### src/rtl/hex_display_scheduler.sv
// Round-robin arbiter sharing a six-digit 7-segment bank between requesters A and B.
// Latency: grant and glyphs register one cycle after the request; the winner keeps the bank HOLD_CYCLES cycles under contention.
module hex_display_scheduler #(
  parameter int HOLD_CYCLES = 50000000
) (
  input  logic        clock,
  input  logic        reset,
  input  logic        req_a,
  input  logic [23:0] data_a,
  input  logic        req_b,
  input  logic [23:0] data_b,
  output logic        grant_a,
  output logic        grant_b,
  output logic [6:0]  HEX0,
  output logic [6:0]  HEX1,
  output logic [6:0]  HEX2,
  output logic [6:0]  HEX3,
  output logic [6:0]  HEX4,
  output logic [6:0]  HEX5
);

  localparam int CW = $clog2(HOLD_CYCLES + 1);
  localparam logic [CW-1:0] CNT_MAX = CW'(HOLD_CYCLES - 1);
  localparam logic [6:0] BLANK = 7'h7F;

  typedef enum logic [1:0] {IDLE, SHOW_A, SHOW_B} state_t;

  state_t        state, nxt;
  logic [CW-1:0] cnt;
  logic          last_a;
  logic [23:0]   sel_dat;

  function automatic logic [6:0] glyph(input logic [3:0] n);
    case (n)
      4'h0: glyph = 7'h40;
      4'h1: glyph = 7'h79;
      4'h2: glyph = 7'h24;
      4'h3: glyph = 7'h30;
      4'h4: glyph = 7'h19;
      4'h5: glyph = 7'h12;
      4'h6: glyph = 7'h02;
      4'h7: glyph = 7'h78;
      4'h8: glyph = 7'h00;
      4'h9: glyph = 7'h10;
      4'hA: glyph = 7'h08;
      4'hB: glyph = 7'h03;
      4'hC: glyph = 7'h46;
      4'hD: glyph = 7'h21;
      4'hE: glyph = 7'h06;
      default: glyph = 7'h0E;
    endcase
  endfunction

  always_comb begin
    nxt = state;
    case (state)
      IDLE: begin
        if (req_a && req_b) nxt = last_a ? SHOW_B : SHOW_A;
        else if (req_a)     nxt = SHOW_A;
        else if (req_b)     nxt = SHOW_B;
      end
      SHOW_A: begin
        if (!req_a)               nxt = req_b ? SHOW_B : IDLE;
        else if (req_b && cnt == CNT_MAX) nxt = SHOW_B;
      end
      SHOW_B: begin
        if (!req_b)               nxt = req_a ? SHOW_A : IDLE;
        else if (req_a && cnt == CNT_MAX) nxt = SHOW_A;
      end
      default: nxt = IDLE;
    endcase
  end

  // Only the next owner's data is routed, so the other side's value never reaches the glyphs.
  always_comb begin
    sel_dat = 24'h0;
    if (nxt == SHOW_A)      sel_dat = data_a;
    else if (nxt == SHOW_B) sel_dat = data_b;
  end

  always_ff @(posedge clock) begin
    if (reset) begin
      state   <= IDLE;
      cnt     <= '0;
      last_a  <= 1'b0;
      grant_a <= 1'b0;
      grant_b <= 1'b0;
      HEX0    <= BLANK;
      HEX1    <= BLANK;
      HEX2    <= BLANK;
      HEX3    <= BLANK;
      HEX4    <= BLANK;
      HEX5    <= BLANK;
    end else begin
      state   <= nxt;
      grant_a <= (nxt == SHOW_A);
      grant_b <= (nxt == SHOW_B);
      if (nxt != state)
        cnt <= '0;
      else if (state != IDLE && cnt != CNT_MAX)
        cnt <= cnt + 1'b1;
      if (nxt != state && nxt == SHOW_A) last_a <= 1'b1;
      if (nxt != state && nxt == SHOW_B) last_a <= 1'b0;
      if (nxt == IDLE) begin
        HEX0 <= BLANK;
        HEX1 <= BLANK;
        HEX2 <= BLANK;
        HEX3 <= BLANK;
        HEX4 <= BLANK;
        HEX5 <= BLANK;
      end else begin
        HEX0 <= glyph(sel_dat[3:0]);
        HEX1 <= glyph(sel_dat[7:4]);
        HEX2 <= glyph(sel_dat[11:8]);
        HEX3 <= glyph(sel_dat[15:12]);
        HEX4 <= glyph(sel_dat[19:16]);
        HEX5 <= glyph(sel_dat[23:20]);
      end
    end
  end

endmodule

### config.mk
export PLATFORM = sky130hd
export DESIGN_NAME = hex_display_scheduler
export DESIGN_NICKNAME = d
export VERILOG_FILES = /design/src/rtl/hex_display_scheduler.sv
export SDC_FILE = /design/constraint.sdc
export NUM_CORES = 1
export LEC_CHECK = 0
export CAP_MARGIN = 20
export CORE_UTILIZATION = 56
export DETAILED_ROUTE_END_ITERATION = 8
export PLACE_DENSITY = 0.9
export SLEW_MARGIN = 20
export SYNTH_ARGS = -nofsm -noshare
export SYNTH_HDL_FRONTEND = slang
export SYNTH_SLANG_ARGS = --single-unit
### constraint.sdc
create_clock -name clock -period 7.5 [get_ports clock]
set_input_delay 1.5 -clock clock [delete_from_list [all_inputs] [get_ports clock]]
set_output_delay 1.5 -clock clock [all_outputs]
set_load 0.02 [all_outputs]
==> impl_metrics.ini <==
[worst_setup_path]
arrival_ps = 4670
r2r_slack_ps = 3700
cp-end-kind = flip-flop
path_max_fanout = 14
crit_type = input port to flip-flop
rr_worst_depth = 11
regToRegEndpoint = HEX2[0]
r2r_start = cnt[0]
cp.required_ps = 7730
worstSetupStartpoint = req_a
start_kind = input port

[detailed_routing]
drt_iter0_drc = 255
wl_per_cell_microns = 16.90
drc = 0
firstDrtPassIters = 5
postRouteWirelength_microns = 12050
vias = 4307
viasPerCell = 6.041
ant_nets = 0

[floorplan]
dieArea_sq_um = 8541
rows = 32
die_w_microns = 92.42
start_util = 0.5864
io_pins = 96
coreArea_sq_um = 7807
fp.dieH_microns = 92.42

[timing]
setup_slack_ps = 3062
finalSetupViolations = 0
period_share = 0.5917
slew_headroom = 0.3268
fin_worst_skew_ps = 10.91
finalHoldViolations = 0
fin_setup_tns_ps = 0
slew_viol_final = 0
rsz0062_at_grt = no
min_period_ps = 4438
hold-worst-slack_ps = 519.9
fmax_mhz = 225.3
tightest_slew_ps = 1001

[job]
cap_viol_max_count = 0

[cts]
cts_hold_buf = 0
numCtsBuffers = 9
cts_root_buffer = clkbuf_8
h-tree-depth = 3
ctsResizeCount = 0
clkSinkCount = 73
clock_latency_ps = 350
cts_setup_buffers = 0
cts_tree = yes
clk_path_buf_depth = 2
clk_pin_slew_ps = 70

[final_layout]
fin_nets = 695
diodes = 0
drive_above_1_share = 0.08347
area_growth_syn_to_layout_pct = 25.44
fin_area_sq_um = 5743
final_util = 0.7356

[synth]
synthTopCellsByArea = dfxtp_1 (32%), ha_1 (10%), mux2i_1 (5.2%)
ys_types = 67
yosysWarnings = 0
syn_nets = 611
synth_top_cell_by_area = dfxtp_1
ys_ff_latch = 73
synth.yosys.seq_area_share = 0.3192
synth_area_per_cell_sq_um = 8.770
synth_edf_count = 0
synth_ff_type = dfxtp_1
yosysTopAreaCellShare = 0.3192
syn_inst = 522
synthArstFlopShare = 0
syn_area_sq_um = 4578

[power_and_ir_drop]
power_leakage_nw = 2.323
vdd_ir_drop_max_uv = 105.2
p_per_area_nw_per_um2 = 187.6

[global_routing]
overflow = 0
grt-busiest-layer = met2
grt_max_degree = 28
grt_pass1_vias = 4047
grt_pass1_wl_microns = 19670
antenna_found_initial = 0
met3_usage = 0.04433
use_met1 = 0.3636
grt_usage = 0.2883
grt_util_met2 = 0.4938

[run_status]
outcome = finished, final reports clean

[min_path]
min_to = cnt[25]
hp-start = cnt[25]
whs_path_depth = 2
worst_hold_path_type = flip-flop to flip-flop

[placed_design]
place_hpwl_microns = 8922
place.gp.congestion = 0.9169
pre_cts_slack_ps = 2792
numPortBuffers = 95
place_area_sq_um = 5555
-- metrics by stage --
| stage | std cells | power (mW) |
|---|---|---|
| 5_1_grt | 713 | 1.125 |
| 3_3_place_gp | 697 | 0.7664 |
| 4_1_cts | 713 | 1.076 |
| 3_5_place_dp | 697 | 0.7766 |
| 2_1_floorplan | 522 | 0.6503 |
| 6_report | 713 | 1.077 |
-- cell usage in the layout (no fill, tap or decap), types with 15 or more instances in the layout --
cell type and n:
ha_1 37, dfxtp_1 73, nand3_1 16, inv_1 26
clkdlybuf4s50_1 95, mux2i_1 24, a21oi_1 21, nand2_1 38
nor2_1 55, nor3_1 23, nand4_1 15
-- routing by layer --
layer	part of all wire	wire length (microns)	vias up
met5	0	0	-
met4	0.023	273	0
met3	0.081	975	27
met2	0.48	5792	226
met1	0.42	5011	1986
li1	-	-	2068
-- cell type report --
| type | count | area, sq um |
|---|---|---|
| Multi-Input combinational cell | 397 | 2892 |
| Clock inverter | 5 | 56.30 |
| Timing Repair Buffer | 98 | 973.4 |
| Tap cell | 102 | 127.6 |
| Clock buffer | 11 | 131.4 |
| Fill cell | 590 | 2064 |
| Inverter | 27 | 101.3 |
| Sequential cell | 73 | 1461 |
-- synthesized netlist by cell type (12+ instances only) --
library cell and number:
dfxtp_1 73, nor2_1 55, nand2_1 38, ha_1 37
inv_1 26, mux2i_1 24, nor3_1 23, a21oi_1 22
buf_2 16, nand3_1 16, nand4_1 15, o221ai_1 13
xnor2_1 13, xor2_1 12
-- state kept, by name (all words and copies together), names as in the netlist --
| name | count |
|---|---|
| HEX0 | 7 |
| last_a | 1 |
| HEX3 | 7 |
| HEX2 | 7 |
| HEX5 | 7 |
| grant_a | 1 |
| cnt | 26 |
| HEX4 | 7 |
| state | 2 |
| grant_b | 1 |
| HEX1 | 7 |
-- worst max-delay path, cell delays in order --
cell and delay, ps:
clkdlybuf4s50_1 520, nor4b_1 210, a211oi_2 760, and3_4 500, a22o_1 290, inv_1 150
ha_1 240, a211oi_1 260, a32oi_1 90, o41a_1 140
-- worst max-delay path by stage --
stage	endpoint	slack (ps)
final	HEX2[0]	3060
after global routing	HEX2[0]	2900
after CTS	HEX2[0]	3140
after detailed placement	HEX5[4]	2790
after global placement	HEX5[4]	2910
after floorplan	HEX2[0]	3960
-- logic make-up after synthesis --
| logic type | count (synthesis) | synth area share |
|---|---|---|
| simple gates | 195 | 0.2274 |
| xor+xnor | 25 | 0.04783 |
| mux | 25 | 0.05493 |
| buf+inv | 52 | 0.05111 |
| flops | 73 | 0.3192 |
| fa+ha+maj | 37 | 0.1011 |
| compound gates | 115 | 0.1984 |
-- report_power, final --
part	switching, mW	internal (mW)
clock network	0.149	0.153
registers	0.0112	0.418
logic	0.194	0.151
Note: power is estimated with default switching activity, not from simulation.
